**src/rtl/lam_ctrl_pkg.sv**
```systemverilog
// lam_ctrl_pkg: shared encodings for the load/store controller.
// Holds the funct3 access types, read/write direction constants, the FSM
// state type and the access legality rule used by the alignment logic.
package lam_ctrl_pkg;

    // funct3 access types
    localparam logic [2:0] LAM_B  = 3'b000;
    localparam logic [2:0] LAM_H  = 3'b001;
    localparam logic [2:0] LAM_W  = 3'b010;
    localparam logic [2:0] LAM_BU = 3'b100;
    localparam logic [2:0] LAM_HU = 3'b101;

    // lam_rw direction
    localparam logic LAM_RW_STORE = 1'b1;
    localparam logic LAM_RW_LOAD  = 1'b0;

    typedef enum logic [1:0] {
        ST_IDLE = 2'd0,
        ST_REQ  = 2'd1,
        ST_WB   = 2'd2
    } lam_state_e;

    // An access is legal when its type is a known encoding and the byte
    // offset is naturally aligned for its size.
    function automatic logic lam_access_ok(input logic [2:0] acc_type,
                                           input logic [1:0] byte_off);
        logic ok;
        case (acc_type)
            LAM_B, LAM_BU: ok = 1'b1;
            LAM_H, LAM_HU: ok = ~byte_off[0];
            LAM_W:         ok = (byte_off == 2'b00);
            default:       ok = 1'b0;
        endcase
        return ok;
    endfunction

endpackage

```
**src/rtl/lam_align.sv**
```systemverilog
// lam_align: combinational lane steering for the load/store controller.
// Produces store byte enables and lane-replicated store data, extracts and
// sign/zero-extends load data, and flags illegal or misaligned accesses.
module lam_align
    import lam_ctrl_pkg::*;
(
    input  logic [2:0]  acc_type,
    input  logic [1:0]  byte_off,
    input  logic [31:0] st_data,
    input  logic [31:0] rd_word,
    output logic [3:0]  be,
    output logic [31:0] wdata,
    output logic [31:0] rd_ext,
    output logic        ok
);

    // Extension helpers; sgn selects sign extension, otherwise zero.
    function automatic logic [31:0] ext_byte(input logic [7:0] v, input logic sgn);
        return {{24{sgn & v[7]}}, v};
    endfunction

    function automatic logic [31:0] ext_half(input logic [15:0] v, input logic sgn);
        return {{16{sgn & v[15]}}, v};
    endfunction

    logic [7:0]  rd_byte;
    logic [15:0] rd_half;
    logic        rd_sgn;

    // Store lanes: size comes from funct3[1:0], B/H data replicated to every lane.
    always_comb begin
        ok    = lam_access_ok(acc_type, byte_off);
        be    = 4'b1111;
        wdata = st_data;
        case (acc_type[1:0])
            2'b00: begin
                be    = 4'b0001 << byte_off;
                wdata = {4{st_data[7:0]}};
            end
            2'b01: begin
                be    = byte_off[1] ? 4'b1100 : 4'b0011;
                wdata = {2{st_data[15:0]}};
            end
            default: begin
                be    = 4'b1111;
                wdata = st_data;
            end
        endcase
    end

    // Load extract: pick the addressed byte/halfword, funct3[2] means unsigned.
    always_comb begin
        rd_byte = rd_word[{byte_off, 3'b000} +: 8];
        rd_half = byte_off[1] ? rd_word[31:16] : rd_word[15:0];
        rd_sgn  = ~acc_type[2];
        case (acc_type[1:0])
            2'b00:   rd_ext = ext_byte(rd_byte, rd_sgn);
            2'b01:   rd_ext = ext_half(rd_half, rd_sgn);
            default: rd_ext = rd_word;
        endcase
    end

endmodule

```
**src/rtl/lam_ctrl.sv**
```systemverilog
// lam_ctrl: execute-side load/store controller.
// Turns a lam_new request into one req/ack memory transaction, writes load
// data back to the register file and stalls upstream while busy.
// Optional ack watchdog enabled by defining LAM_TIMEOUT_EN.
module lam_ctrl
    import lam_ctrl_pkg::*;
#(
    parameter int TIMEOUT_CYCLES = 255,
    parameter int ADDR_W         = 32
) (
    input  logic              clk,
    input  logic              reset,
    input  logic              lam_new,
    input  logic              lam_rw,
    input  logic [2:0]        lam_type,
    input  logic [4:0]        lam_sel_out,
    input  logic [ADDR_W-1:0] addr,
    input  logic [31:0]       st_data,
    output logic              mem_req,
    output logic              mem_we,
    output logic [ADDR_W-1:0] mem_addr,
    output logic [3:0]        mem_be,
    output logic [31:0]       mem_wdata,
    input  logic              mem_ack,
    input  logic [31:0]       mem_rdata,
    output logic              stall,
    output logic              rf_we,
    output logic [4:0]        rf_sel,
    output logic [31:0]       rf_data,
    output logic              lam_err
);

    // A watchdog limit below one cycle is meaningless; reject it at elaboration.
    if (TIMEOUT_CYCLES < 1) begin : g_bad_timeout
        $error("lam_ctrl: TIMEOUT_CYCLES must be at least 1");
    end

    lam_state_e        state_q, state_d;
    logic [2:0]        type_q, type_d;
    logic [1:0]        off_q, off_d;
    logic [4:0]        sel_q, sel_d;
    logic              mem_req_q, mem_req_d;
    logic              mem_we_q, mem_we_d;
    logic [ADDR_W-1:0] mem_addr_q, mem_addr_d;
    logic [3:0]        mem_be_q, mem_be_d;
    logic [31:0]       mem_wdata_q, mem_wdata_d;
    logic              rf_we_q, rf_we_d;
    logic [4:0]        rf_sel_q, rf_sel_d;
    logic [31:0]       rf_data_q, rf_data_d;
    logic              lam_err_q, lam_err_d;

`ifdef LAM_TIMEOUT_EN
    localparam int CNT_W = ($clog2(TIMEOUT_CYCLES + 1) > 8) ? $clog2(TIMEOUT_CYCLES + 1) : 8;
    logic [CNT_W-1:0]  cnt_q, cnt_d;
`endif

    // The aligner sees live inputs while idle and the captured access afterwards.
    logic [2:0]  al_type;
    logic [1:0]  al_off;
    logic [3:0]  al_be;
    logic [31:0] al_wdata;
    logic [31:0] al_rd_ext;
    logic        al_ok;

    assign al_type = (state_q == ST_IDLE) ? lam_type  : type_q;
    assign al_off  = (state_q == ST_IDLE) ? addr[1:0] : off_q;

    lam_align u_align (
        .acc_type (al_type),
        .byte_off (al_off),
        .st_data  (st_data),
        .rd_word  (mem_rdata),
        .be       (al_be),
        .wdata    (al_wdata),
        .rd_ext   (al_rd_ext),
        .ok       (al_ok)
    );

    // Next-state and next-output logic for the IDLE -> REQ -> WB sequence.
    always_comb begin
        state_d     = state_q;
        type_d      = type_q;
        off_d       = off_q;
        sel_d       = sel_q;
        mem_req_d   = mem_req_q;
        mem_we_d    = mem_we_q;
        mem_addr_d  = mem_addr_q;
        mem_be_d    = mem_be_q;
        mem_wdata_d = mem_wdata_q;
        rf_we_d     = 1'b0;
        rf_sel_d    = rf_sel_q;
        rf_data_d   = rf_data_q;
        lam_err_d   = 1'b0;
`ifdef LAM_TIMEOUT_EN
        cnt_d       = cnt_q;
`endif
        case (state_q)
            ST_IDLE: begin
                if (lam_new) begin
                    if (al_ok) begin
                        state_d     = ST_REQ;
                        type_d      = lam_type;
                        off_d       = addr[1:0];
                        sel_d       = lam_sel_out;
                        mem_req_d   = 1'b1;
                        mem_we_d    = lam_rw;
                        mem_addr_d  = {addr[ADDR_W-1:2], 2'b00};
                        mem_be_d    = al_be;
                        mem_wdata_d = al_wdata;
`ifdef LAM_TIMEOUT_EN
                        cnt_d       = '0;
`endif
                    end else begin
                        lam_err_d = 1'b1;
                    end
                end
            end
            ST_REQ: begin
                if (mem_ack) begin
                    mem_req_d = 1'b0;
                    mem_we_d  = 1'b0;
                    mem_be_d  = 4'b0000;
                    if (mem_we_q == LAM_RW_STORE) begin
                        state_d = ST_IDLE;
                    end else begin
                        state_d   = ST_WB;
                        rf_we_d   = (sel_q != 5'd0);
                        rf_sel_d  = sel_q;
                        rf_data_d = al_rd_ext;
                    end
                end
`ifdef LAM_TIMEOUT_EN
                // An ack in the final watchdog cycle is taken by the branch above.
                else if (cnt_q == CNT_W'(TIMEOUT_CYCLES - 1)) begin
                    state_d   = ST_IDLE;
                    mem_req_d = 1'b0;
                    mem_we_d  = 1'b0;
                    mem_be_d  = 4'b0000;
                    lam_err_d = 1'b1;
                end else begin
                    cnt_d = cnt_q + 1'b1;
                end
`endif
            end
            ST_WB: begin
                state_d = ST_IDLE;
            end
            default: begin
                state_d = ST_IDLE;
            end
        endcase
    end

    // State and registered outputs; reset clears everything immediately.
    always_ff @(posedge clk or negedge reset) begin
        if (!reset) begin
            state_q     <= ST_IDLE;
            type_q      <= 3'b000;
            off_q       <= 2'b00;
            sel_q       <= 5'd0;
            mem_req_q   <= 1'b0;
            mem_we_q    <= 1'b0;
            mem_addr_q  <= '0;
            mem_be_q    <= 4'b0000;
            mem_wdata_q <= 32'h0;
            rf_we_q     <= 1'b0;
            rf_sel_q    <= 5'd0;
            rf_data_q   <= 32'h0;
            lam_err_q   <= 1'b0;
`ifdef LAM_TIMEOUT_EN
            cnt_q       <= '0;
`endif
        end else begin
            state_q     <= state_d;
            type_q      <= type_d;
            off_q       <= off_d;
            sel_q       <= sel_d;
            mem_req_q   <= mem_req_d;
            mem_we_q    <= mem_we_d;
            mem_addr_q  <= mem_addr_d;
            mem_be_q    <= mem_be_d;
            mem_wdata_q <= mem_wdata_d;
            rf_we_q     <= rf_we_d;
            rf_sel_q    <= rf_sel_d;
            rf_data_q   <= rf_data_d;
            lam_err_q   <= lam_err_d;
`ifdef LAM_TIMEOUT_EN
            cnt_q       <= cnt_d;
`endif
        end
    end

    // Stall covers the request cycle itself and every REQ cycle, not WB.
    assign stall     = ((state_q == ST_IDLE) && lam_new) || (state_q == ST_REQ);

    assign mem_req   = mem_req_q;
    assign mem_we    = mem_we_q;
    assign mem_addr  = mem_addr_q;
    assign mem_be    = mem_be_q;
    assign mem_wdata = mem_wdata_q;
    assign rf_we     = rf_we_q;
    assign rf_sel    = rf_sel_q;
    assign rf_data   = rf_data_q;
    assign lam_err   = lam_err_q;

endmodule

```
**config.mk**
```make
export PLATFORM = sky130hd
export DESIGN_NAME = lam_ctrl
export DESIGN_NICKNAME = d
export VERILOG_FILES = /design/src/rtl/lam_ctrl_pkg.sv /design/src/rtl/lam_align.sv /design/src/rtl/lam_ctrl.sv
export SDC_FILE = /design/constraint.sdc
export NUM_CORES = 1
export LEC_CHECK = 0
export BUFFER_PORTS_ARGS = -buffer_cell sky130_fd_sc_hd__buf_2
export CAP_MARGIN = 10
export CORE_AREA = 2 2 116 118
export CTS_CLUSTER_SIZE = 40
export DETAILED_ROUTE_END_ITERATION = 8
export DIE_AREA = 0 0 118 120
export MAX_ROUTING_LAYER = met4
export PLACE_DENSITY = 0.77
export SLEW_MARGIN = 20
export SYNTH_ARGS = -nofsm -noshare
export SYNTH_HDL_FRONTEND = slang
export SYNTH_SLANG_ARGS = --single-unit
```
**constraint.sdc**
```tcl
create_clock -name clk -period 2.69 [get_ports clk]
set_input_delay 0.1345 -clock clk [delete_from_list [all_inputs] [get_ports clk]]
set_output_delay 0.1345 -clock clk [all_outputs]
set_load 0.05 [all_outputs]
```
==> impl_metrics.json, run 1 <==
{
  "avgSynthCellArea_um2": 11.36,
  "cts_buffers": 17,
  "fin_setup_tns_ns": 0,
  "syn_to_final_growth_pct": 43.11,
  "dr.pass1.iters": 5,
  "synth_top_family_by_area": "multiplexers",
  "wl_per_cell_um": 18.41,
  "fin_cells": 971,
  "holdWs_ns": 0.01739,
  "yosysTopAreaCellShare_pct": 52.00,
  "clock.fmax_mhz": 391.8,
  "grt_overflow": 0,
  "fin_crit_ns": 2.552,
  "placed_area_mm2": 0.006990,
  "dp.final_hpwl_um": 12270,
  "yosys.area.top_type": "dfrtp_1",
  "ios": 219,
  "synthSimpleGateAreaFrac_pct": 9.264,
  "sw_frac_of_total_pct": 50.72,
  "powerDensity_mw_per_mm2": 1526,
  "rows": 42,
  "arrival_ns": 2.89,
  "synth_commonest_cells": "dfrtp_1 (119), mux2_1 (54), a21oi_1 (50), nand2_1 (50), nor2_1 (38)",
  "period_share_pct": 94.88,
  "vias_per_cell": 5.422,
  "port_buffers": 216,
  "synthTopCellsByArea": "dfrtp_1 (52%), mux2_1 (11%), mux2i_1 (4.7%)",
  "yosysMostFrequentCell": "dfrtp_1",
  "slew_headroom_pct": 53.44,
  "min_path_type": "input pin to flip-flop",
  "layout.nets": 890,
  "grt_setup_unrepaired": "no",
  "antenna_found_initial": 1,
  "gr-usage-all-layers_pct": 26.37,
  "start_util_pct": 44.12,
  "clk_path_buf_depth": 2,
  "synth_edf_count": 0,
  "maxSlewViolCount": 0,
  "ys_ff_latch": 119,
  "power.leakage_nw": 3.903,
  "worstPathMaxFanout": 14,
  "grt_pass1_wl_um": 28240,
  "fin_area_mm2": 0.008195,
  "drt_iter0_markers": 373,
  "place_congestion": 0.9532,
  "layout-drive-gt1-share_pct": 38.08,
  "root_buffer": "clkbuf_16",
  "netlist_area_mm2": 0.005727,
  "maxCapViolCount": 0,
  "fillers": 1041,
  "clk_latency_ns": 0.41,
  "clockPowerShare_pct": 19.4,
  "postCtsSetupRepairBufs": 0,
  "setup_viol": 0,
  "finalWirelength_um": 17870,
  "final-hold-violation-count": 0,
  "async_flop_share_pct": 100.0,
  "drcViolationCount": 0,
  "cts_tree": "built",
  "crit_type": "flip-flop to flip-flop",
  "synthMuxAreaShare_pct": 17.61,
  "dpl.cell_count": 881,
  "critPathCaptureType": "flip-flop",
  "synth_compound_area_share_pct": 17.26,
  "crit-reg2reg-launch": "state_q[1]",
  "die_width_um": 118,
  "power_frac_seq_pct": 26.1,
  "crit_path_start_kind": "flip-flop",
  "skew_ns": 0.005493,
  "cts_sinks": 119,
  "synth_cells": 504,
  "die_h_um": 120,
  "reg2reg_depth": 6,
  "synth_fa_ha_area_share_pct": 0,
  "core_mm2": 0.01298,
  "ir_drop_v": 0.0008679,
  "ant_nets": 0,
  "worstMarginPinSlew_ns": 0.6984,
  "seq_area_frac_synth_pct": 52.00,
  "r2r-end": "rf_data[2]",
  "rrSetupSlack_ns": 0.14,
  "setup.worst_path.end": "rf_data[2]",
  "crit_required_ns": 3.03,
  "status": "finished, final reports clean",
  "intPower_mw": 6.162,
  "h-tree-depth": 4,
  "startpoint": "state_q[1]",
  "ys.flop_type": "dfrtp_1",
  "pwr-share-comb_pct": 54.4,
  "synth_warnings": 0,
  "grt_max_degree": 53,
  "vias": 5265,
  "die_area_mm2": 0.01416,
  "synth-xor-area-share_pct": 0,
  "p_sw_mw": 6.342,
  "first_global_vias": 5532,
  "cts.clk_slew.worst_paths_ns": 0.06,
  "yosys.cell_types.count": 57,
  "post-route-util_pct": 63.14
}
layout by cell type (no fill, tap or decap), types with 10 or more instances in the layout:
cell,Yosys,layout
a21oi_1,50,50
a21oi_2,12,12
a221oi_1,15,15
a31oi_1,10,10
buf_2,6,215
buf_4,10,19
clkbuf_16,0,17
dfrtp_1,119,119
dlygate4sd3_1,0,57
mux2_1,54,54
mux2i_1,27,27
nand2_1,50,50
nor2_1,38,38
o21ai_0,19,19
logic make-up (layout without fill, tap and decap cells):
logic type             Yosys count  after routing
flip-flops                     119            119
AO/OA/AOI/OAI                  138            138
multiplexers                    91             91
other                            1              4
buffers and inverters           40            328
AND/OR/NAND/NOR                115            115
layer usage:
metal / track usage (%) / wire length [µm] / vias to the layer above
li1: - / - / 2396
met1: 31.94 / 7339 / 2585
met2: 43.46 / 8863 / 252
met3: 6.274 / 1245 / 32
met4: 9.262 / 425 / 0
met5: - / 0 / -
worst min-delay path by stage:
stage	startpoint	end	slack, ns	cells after the start
4_1_cts	mem_rdata[19]	rf_data[19]	0.002	3
6_report	mem_rdata[19]	rf_data[19]	0.02	3
2_1_floorplan	reset	lam_err	-0.16	0
5_1_grt	mem_rdata[24]	rf_data[24]	0.02	3
3_5_place_dp	reset	mem_addr[19]	0.16	1
3_3_place_gp	reset	mem_addr[20]	0.15	1
state kept, by name, summed over array words and instances, names as in the netlist:
name and count:
sel_q 5, state_q 2, mem_be 4, rf_data 32
off_q 2, mem_req 1, type_q 3, rf_sel 5
lam_err 1, mem_addr 30, rf_we 1, mem_wdata 32
mem_we 1
stage by stage:
| stage | power, mW | setup WS [ns] |
|---|---|---|
| 2_1_floorplan | 8.321 | 0.5943 |
| 3_3_place_gp | 9.833 | 0.2890 |
| 3_5_place_dp | 10.00 | 0.2175 |
| 4_1_cts | 12.52 | 0.1804 |
| 5_1_grt | 13.06 | 0.001799 |
| 6_report | 12.50 | 0.1378 |
critical path, cell delays in order, from the launching register on:
cell and delay (ns):
dfrtp_1 0.58, or2_1 0.45, mux2i_4 0.65, buf_4 0.27, o21ai_0 0.09, a211o_1 0.27, a21oi_1 0.15
cell type report:
class	count	area [µm²]	share of cell area, %
clock inverters	11	172.7	2.107
multi-input cells	346	2535	30.93
inverters	5	18.77	0.2290
flip-flops and latches	119	2978	36.34
clock buffers	20	456.7	5.573
well taps	176	220.2	2.687
diodes	2	5.005	0.06107
repair buffers	292	1809	22.08
power by group through the flow:
stage               Clock (mW)  Sequential (mW)  Combinational, mW
finish                    2.43             3.27               6.81
global route              2.53             3.37               7.16
CTS                       2.46             3.26               6.80
detailed placement           0             3.28               6.72
global placement             0             3.23               6.61
floorplan                    0             6.03               2.29
timing repair:
action	4_1_cts	5_1_grt
hold buffers	57	0
resized for setup	0	0
endpoints found under the hold margin	98	0
Power figures use the tool's default switching activity.
==> inputs of run 2 (changes only) <==
- RECOVER_POWER: default -> 100
==> run 2 against run 1 <==
Total power fell by 2.0%; utilization shrank 1.3 points; largest cell class unchanged; highest routed layer unchanged; routed wire length up 0.22%.
==> impl_metrics.json, run 2 (same netlist as run 1, synthesis figures left out) <==
{
  "fin_crit_ns": 2.532,
  "powerDensity_mw_per_mm2": 1527,
  "cts_sinks": 119,
  "ant_nets": 0,
  "min_to": "rf_data[25]",
  "core_mm2": 0.01298,
  "antenna_found_initial": 1,
  "die_area_mm2": 0.01416,
  "port_buffers": 216,
  "die_width_um": 118,
  "vias": 5300,
  "dp.final_hpwl_um": 12270,
  "start_util_pct": 44.12,
  "wl_per_cell_um": 18.45,
  "cp_cell_sequence": "or2_1 > mux2i_4 > buf_4 > o21ai_0 > a211o_1 > a21oi_1",
  "setup_viol": 0,
  "clk_path_buf_depth": 2,
  "drcViolationCount": 0,
  "min_path_type": "input pin to flip-flop",
  "finalWirelength_um": 17910,
  "cts_buffers": 17,
  "root_buffer": "clkbuf_16",
  "h-tree-depth": 4,
  "maxCapViolCount": 0,
  "grt_setup_unrepaired": "no",
  "cts_tree": "built",
  "final_cell_mix": "dfrtp_1 (119), clkbuf_1 (110), buf_2 (107)",
  "rows": 42,
  "grt_max_degree": 53,
  "dpl.cell_count": 881,
  "drt_iter0_markers": 390,
  "crit_slowest_cell": "mux2i_4",
  "clk_latency_ns": 0.41,
  "layout-drive-gt1-share_pct": 23.83,
  "place_congestion": 0.9532,
  "die_h_um": 120,
  "status": "finished, final reports clean",
  "critPathCaptureType": "flip-flop",
  "final_common_cell": "dfrtp_1",
  "final-hold-violation-count": 0,
  "ios": 219,
  "slowest_delay_ns": 0.63,
  "layout.nets": 890,
  "power.leakage_nw": 3.600,
  "post-route-util_pct": 61.84,
  "crit_required_ns": 3.02,
  "period_share_pct": 94.12,
  "worstMarginPinSlew_ns": 1.101,
  "gr-usage-all-layers_pct": 26.37,
  "worstPathMaxFanout": 14,
  "skew_ns": 0.006732,
  "arrival_ns": 2.86,
  "slew_headroom_pct": 26.60,
  "hold_depth": 3,
  "vias_per_cell": 5.458,
  "maxSlewViolCount": 0,
  "crit_type": "flip-flop to flip-flop",
  "cts.clk_slew.worst_paths_ns": 0.05,
  "clock.fmax_mhz": 395.0,
  "crit_path_start_kind": "flip-flop",
  "rrSetupSlack_ns": 0.16,
  "r2r-end": "rf_data[2]",
  "reg2reg_depth": 6,
  "first_global_vias": 5532,
  "dr.pass1.iters": 5,
  "grt_overflow": 0,
  "crit-reg2reg-launch": "state_q[1]",
  "hold_start": "mem_rdata[25]",
  "ir_drop_v": 0.0008607,
  "syn_to_final_growth_pct": 40.16,
  "grt_pass1_wl_um": 28240,
  "fin_setup_tns_ns": 0,
  "fin_cells": 971
}
==> run 2: cell types whose count changed in the layout (fill, tap and decap cells not counted), sizes merged <==
cell,change
buf,-118
clkbuf,+118
==> run 2: final cells by class <==
type,count,area (µm²)
Sequential cell,119,2978
Clock inverter,11,172.7
Clock buffer,20,456.7
Multi-Input combinational cell,346,2525
Tap cell,176,220.2
Antenna cell,2,5.005
Fill cell,1116,4954
Inverter,5,18.77
Timing Repair Buffer,292,1650
==> run 2: how the worst max path moves through the flow <==
stage	start	end	slack (ns)
6_report	state_q[1]	rf_data[2]	0.16
2_1_floorplan	state_q[1]	mem_addr[10]	0.59
3_5_place_dp	state_q[1]	rf_data[0]	0.22
4_1_cts	state_q[1]	rf_data[0]	0.18
3_3_place_gp	state_q[1]	rf_data[13]	0.29
5_1_grt	state_q[1]	rf_data[29]	0.002
==> run 2: repair_timing <==
action	in CTS	in global routing
endpoints found under the setup margin	0	0
gates resized for setup	0	0
hold endpoints to repair	98	0
hold buffers	57	0
setup buffers	0	0
==> run 2: per-layer routing <==
metal | vias up | GRT usage, % | routed length, µm
met4 | 0 | 9.262 | 382
met1 | 2619 | 31.94 | 7357
met2 | 255 | 43.46 | 8913
met3 | 30 | 6.274 | 1260
met5 | - | - | 0
li1 | 2396 | - | -
==> run 2: critical path, delay by kind of cell (launching register included) <==
| family | cells | cell delay [ns] |
|---|---|---|
| muxes | 1 | 0.63 |
| DFF | 1 | 0.58 |
| and+or+nand+nor | 1 | 0.45 |
| buffers and inverters | 1 | 0.26 |
| AOI/OAI and AO/OA | 3 | 0.51 |
==> run 2: metrics by stage <==
| step | setup slack [ns] | instance area [µm²] | hold slack, ns | power [mW] |
|---|---|---|---|---|
| 2_1_floorplan | 0.5943 | 5731 | -0.1611 | 8.321 |
| 3_3_place_gp | 0.2890 | 6990 | 0.1526 | 9.833 |
| 3_5_place_dp | 0.2175 | 6990 | 0.1603 | 10.00 |
| 4_1_cts | 0.1804 | 8190 | 0.001902 | 12.52 |
| 5_1_grt | 0.002383 | 8024 | 0.01822 | 12.81 |
| 6_report | 0.1581 | 8026 | 0.02103 | 12.26 |
==> run 2: power breakdown <==
part | internal [mW] | total [mW] | switching, mW
clock network | 1.60 | 2.42 | 0.825
registers | 2.70 | 3.29 | 0.592
logic | 1.60 | 6.54 | 4.94
==> inputs of run 3 (changes only) <==
- HOLD_SLACK_MARGIN: default -> 0.06
==> run 3 against run 2 <==
Die area unchanged; routed wire length up 6.9%; clock-buffer cell count unchanged; worst setup slack better by 0.026 ns; fmax up 1.0%; flip-flop and latch count unchanged; largest cell class unchanged; non-clock buffer count up 36.
==> impl_metrics.json, run 3 (same netlist as run 1, synthesis figures left out) <==
{
  "clockPowerShare_pct": 19.7,
  "fillers": 1053,
  "drcViolationCount": 0,
  "cts_sinks": 119,
  "crit_path_start_kind": "flip-flop",
  "fin_crit_ns": 2.506,
  "crit_type": "flip-flop to flip-flop",
  "die_h_um": 120,
  "status": "finished, final reports clean",
  "multi_input_area_mm2": 0.002489,
  "p_sw_mw": 6.423,
  "ios": 219,
  "clk_latency_ns": 0.42,
  "vias_per_cell": 5.535,
  "wl_per_cell_um": 19.05,
  "first_global_vias": 5852,
  "skew_ns": 0.01263,
  "power_frac_seq_pct": 26.7,
  "maxSlewViolCount": 0,
  "sw_frac_of_total_pct": 51.98,
  "place_congestion": 0.9532,
  "intPower_mw": 5.935,
  "syn_to_final_growth_pct": 45.66,
  "worstMarginPinSlew_ns": 1.135,
  "grt_pass1_wl_um": 29970,
  "crit_required_ns": 2.97,
  "ir_drop_v": 0.001105,
  "root_buffer": "clkbuf_16",
  "drt_iter0_markers": 455,
  "ant_nets": 0,
  "clk_path_buf_depth": 2,
  "grt_setup_unrepaired": "no",
  "clock.fmax_mhz": 399.1,
  "power.leakage_nw": 3.725,
  "critPathCaptureType": "flip-flop",
  "die_width_um": 118,
  "placed_area_mm2": 0.006990,
  "grt_max_degree": 53,
  "vias": 5563,
  "fin_setup_tns_ns": 0,
  "port_buffers": 216,
  "antenna_found_initial": 0,
  "layout.nets": 926,
  "final-hold-violation-count": 0,
  "fin_area_mm2": 0.008342,
  "final_cell_mix": "dfrtp_1 (119), clkbuf_1 (111), buf_2 (107)",
  "maxCapViolCount": 0,
  "cts.clk_slew.worst_paths_ns": 0.06,
  "h-tree-depth": 4,
  "pwr-share-comb_pct": 53.6,
  "worstPathMaxFanout": 15,
  "gr-usage-all-layers_pct": 27.94,
  "final_common_cell": "dfrtp_1",
  "seqCellArea_mm2": 0.002978,
  "antenna_cells": 0,
  "setup_viol": 0,
  "dr.pass1.iters": 5,
  "rows": 42,
  "period_share_pct": 93.15,
  "dp.final_hpwl_um": 12270,
  "cts_tree": "built",
  "finalWirelength_um": 19140,
  "start_util_pct": 44.12,
  "min_path_type": "input pin to flip-flop",
  "layout-drive-gt1-share_pct": 22.56,
  "core_mm2": 0.01298,
  "powerDensity_mw_per_mm2": 1482,
  "slew_headroom_pct": 24.37,
  "cts_buffers": 17,
  "post_cts_resized": 0,
  "arrival_ns": 2.78,
  "grt_overflow": 0,
  "die_area_mm2": 0.01416
}
run 3: cell count changes in the layout (fill, tap and decap cells not counted), moves of 2 or more:
| cell | before | now |
|---|---|---|
| dlygate4sd3_1 | 57 | 91 |
| diode_2 | 2 | 0 |
| clkbuf_2 | 8 | 6 |
| buf_4 | 9 | 12 |
run 3: what timing repair did:
item                                    in CTS  in global routing
endpoints found under the hold margin      132                  0
endpoints found under the setup margin       0                  5
hold buffers                                91                  0
buffers inserted                             0                  2
run 3: layout make-up:
cell class                      instances  area share [%]
Clock buffer                           20           5.475
Clock inverter                         11           2.070
Inverter                                5          0.2250
Multi-Input combinational cell        346           29.83
Sequential cell                       119           35.70
Tap cell                              176           2.640
Timing Repair Buffer                  328           24.06
run 3: power by group through the flow:
stage / logic [mW] / clock network (mW) / registers [mW]
CTS: 6.84 / 2.46 / 3.26
global placement: 6.61 / 0 / 3.23
finish: 6.62 / 2.44 / 3.30
floorplan: 2.29 / 0 / 6.03
detailed placement: 6.72 / 0 / 3.28
global route: 6.96 / 2.53 / 3.40
run 3: final timing paths:
check / start / to / slack (ns) / cells past startpoint
worst max-delay path: state_q[1] / rf_data[13] / 0.18 / 5
worst min-delay path: st_data[12] / mem_wdata[12] / 0.09 / 3
worst max register to register: state_q[1] / rf_data[13] / 0.18 / 5
worst min register to register: mem_addr[10] / mem_addr[10] / 0.49 / 1
max in group asynchronous: reset / type_q[1] / 0.68 / 3
min in group asynchronous: reset / mem_addr[19] / 0.48 / 2
run 3: per-layer routing:
metal / global-route usage [%] / vias up / share of wire [%]
li1: - / 2458 / -
met1: 32.53 / 2753 / 40
met2: 46.91 / 315 / 51
met3: 6.511 / 37 / 6.8
met4: 11.45 / 0 / 2.6
met5: - / - / 0
run 3: worst max-delay path: stages, from the launching register on:
cell and delay [ns]:
dfrtp_1 0.52, nor2_2 0.37, mux2_1 0.38, a311o_1 0.57, a221oi_1 0.41, a21oi_1 0.11
run 3: stage by stage:
stage / utilization, % / power, mW / std cells / worst slack (ns) / hold WS [ns]
after floorplan: - / 8.321 / 505 / 0.5943 / -0.1611
after global placement: 53.86 / 9.833 / 881 / 0.2890 / 0.1526
after detailed placement: 53.86 / 10.00 / 881 / 0.2175 / 0.1603
after CTS: 65.72 / 12.56 / 1003 / 0.1804 / 0.06309
after global routing: 64.27 / 12.89 / 1005 / 0.02752 / 0.1039
final: 64.27 / 12.36 / 1005 / 0.1844 / 0.08647
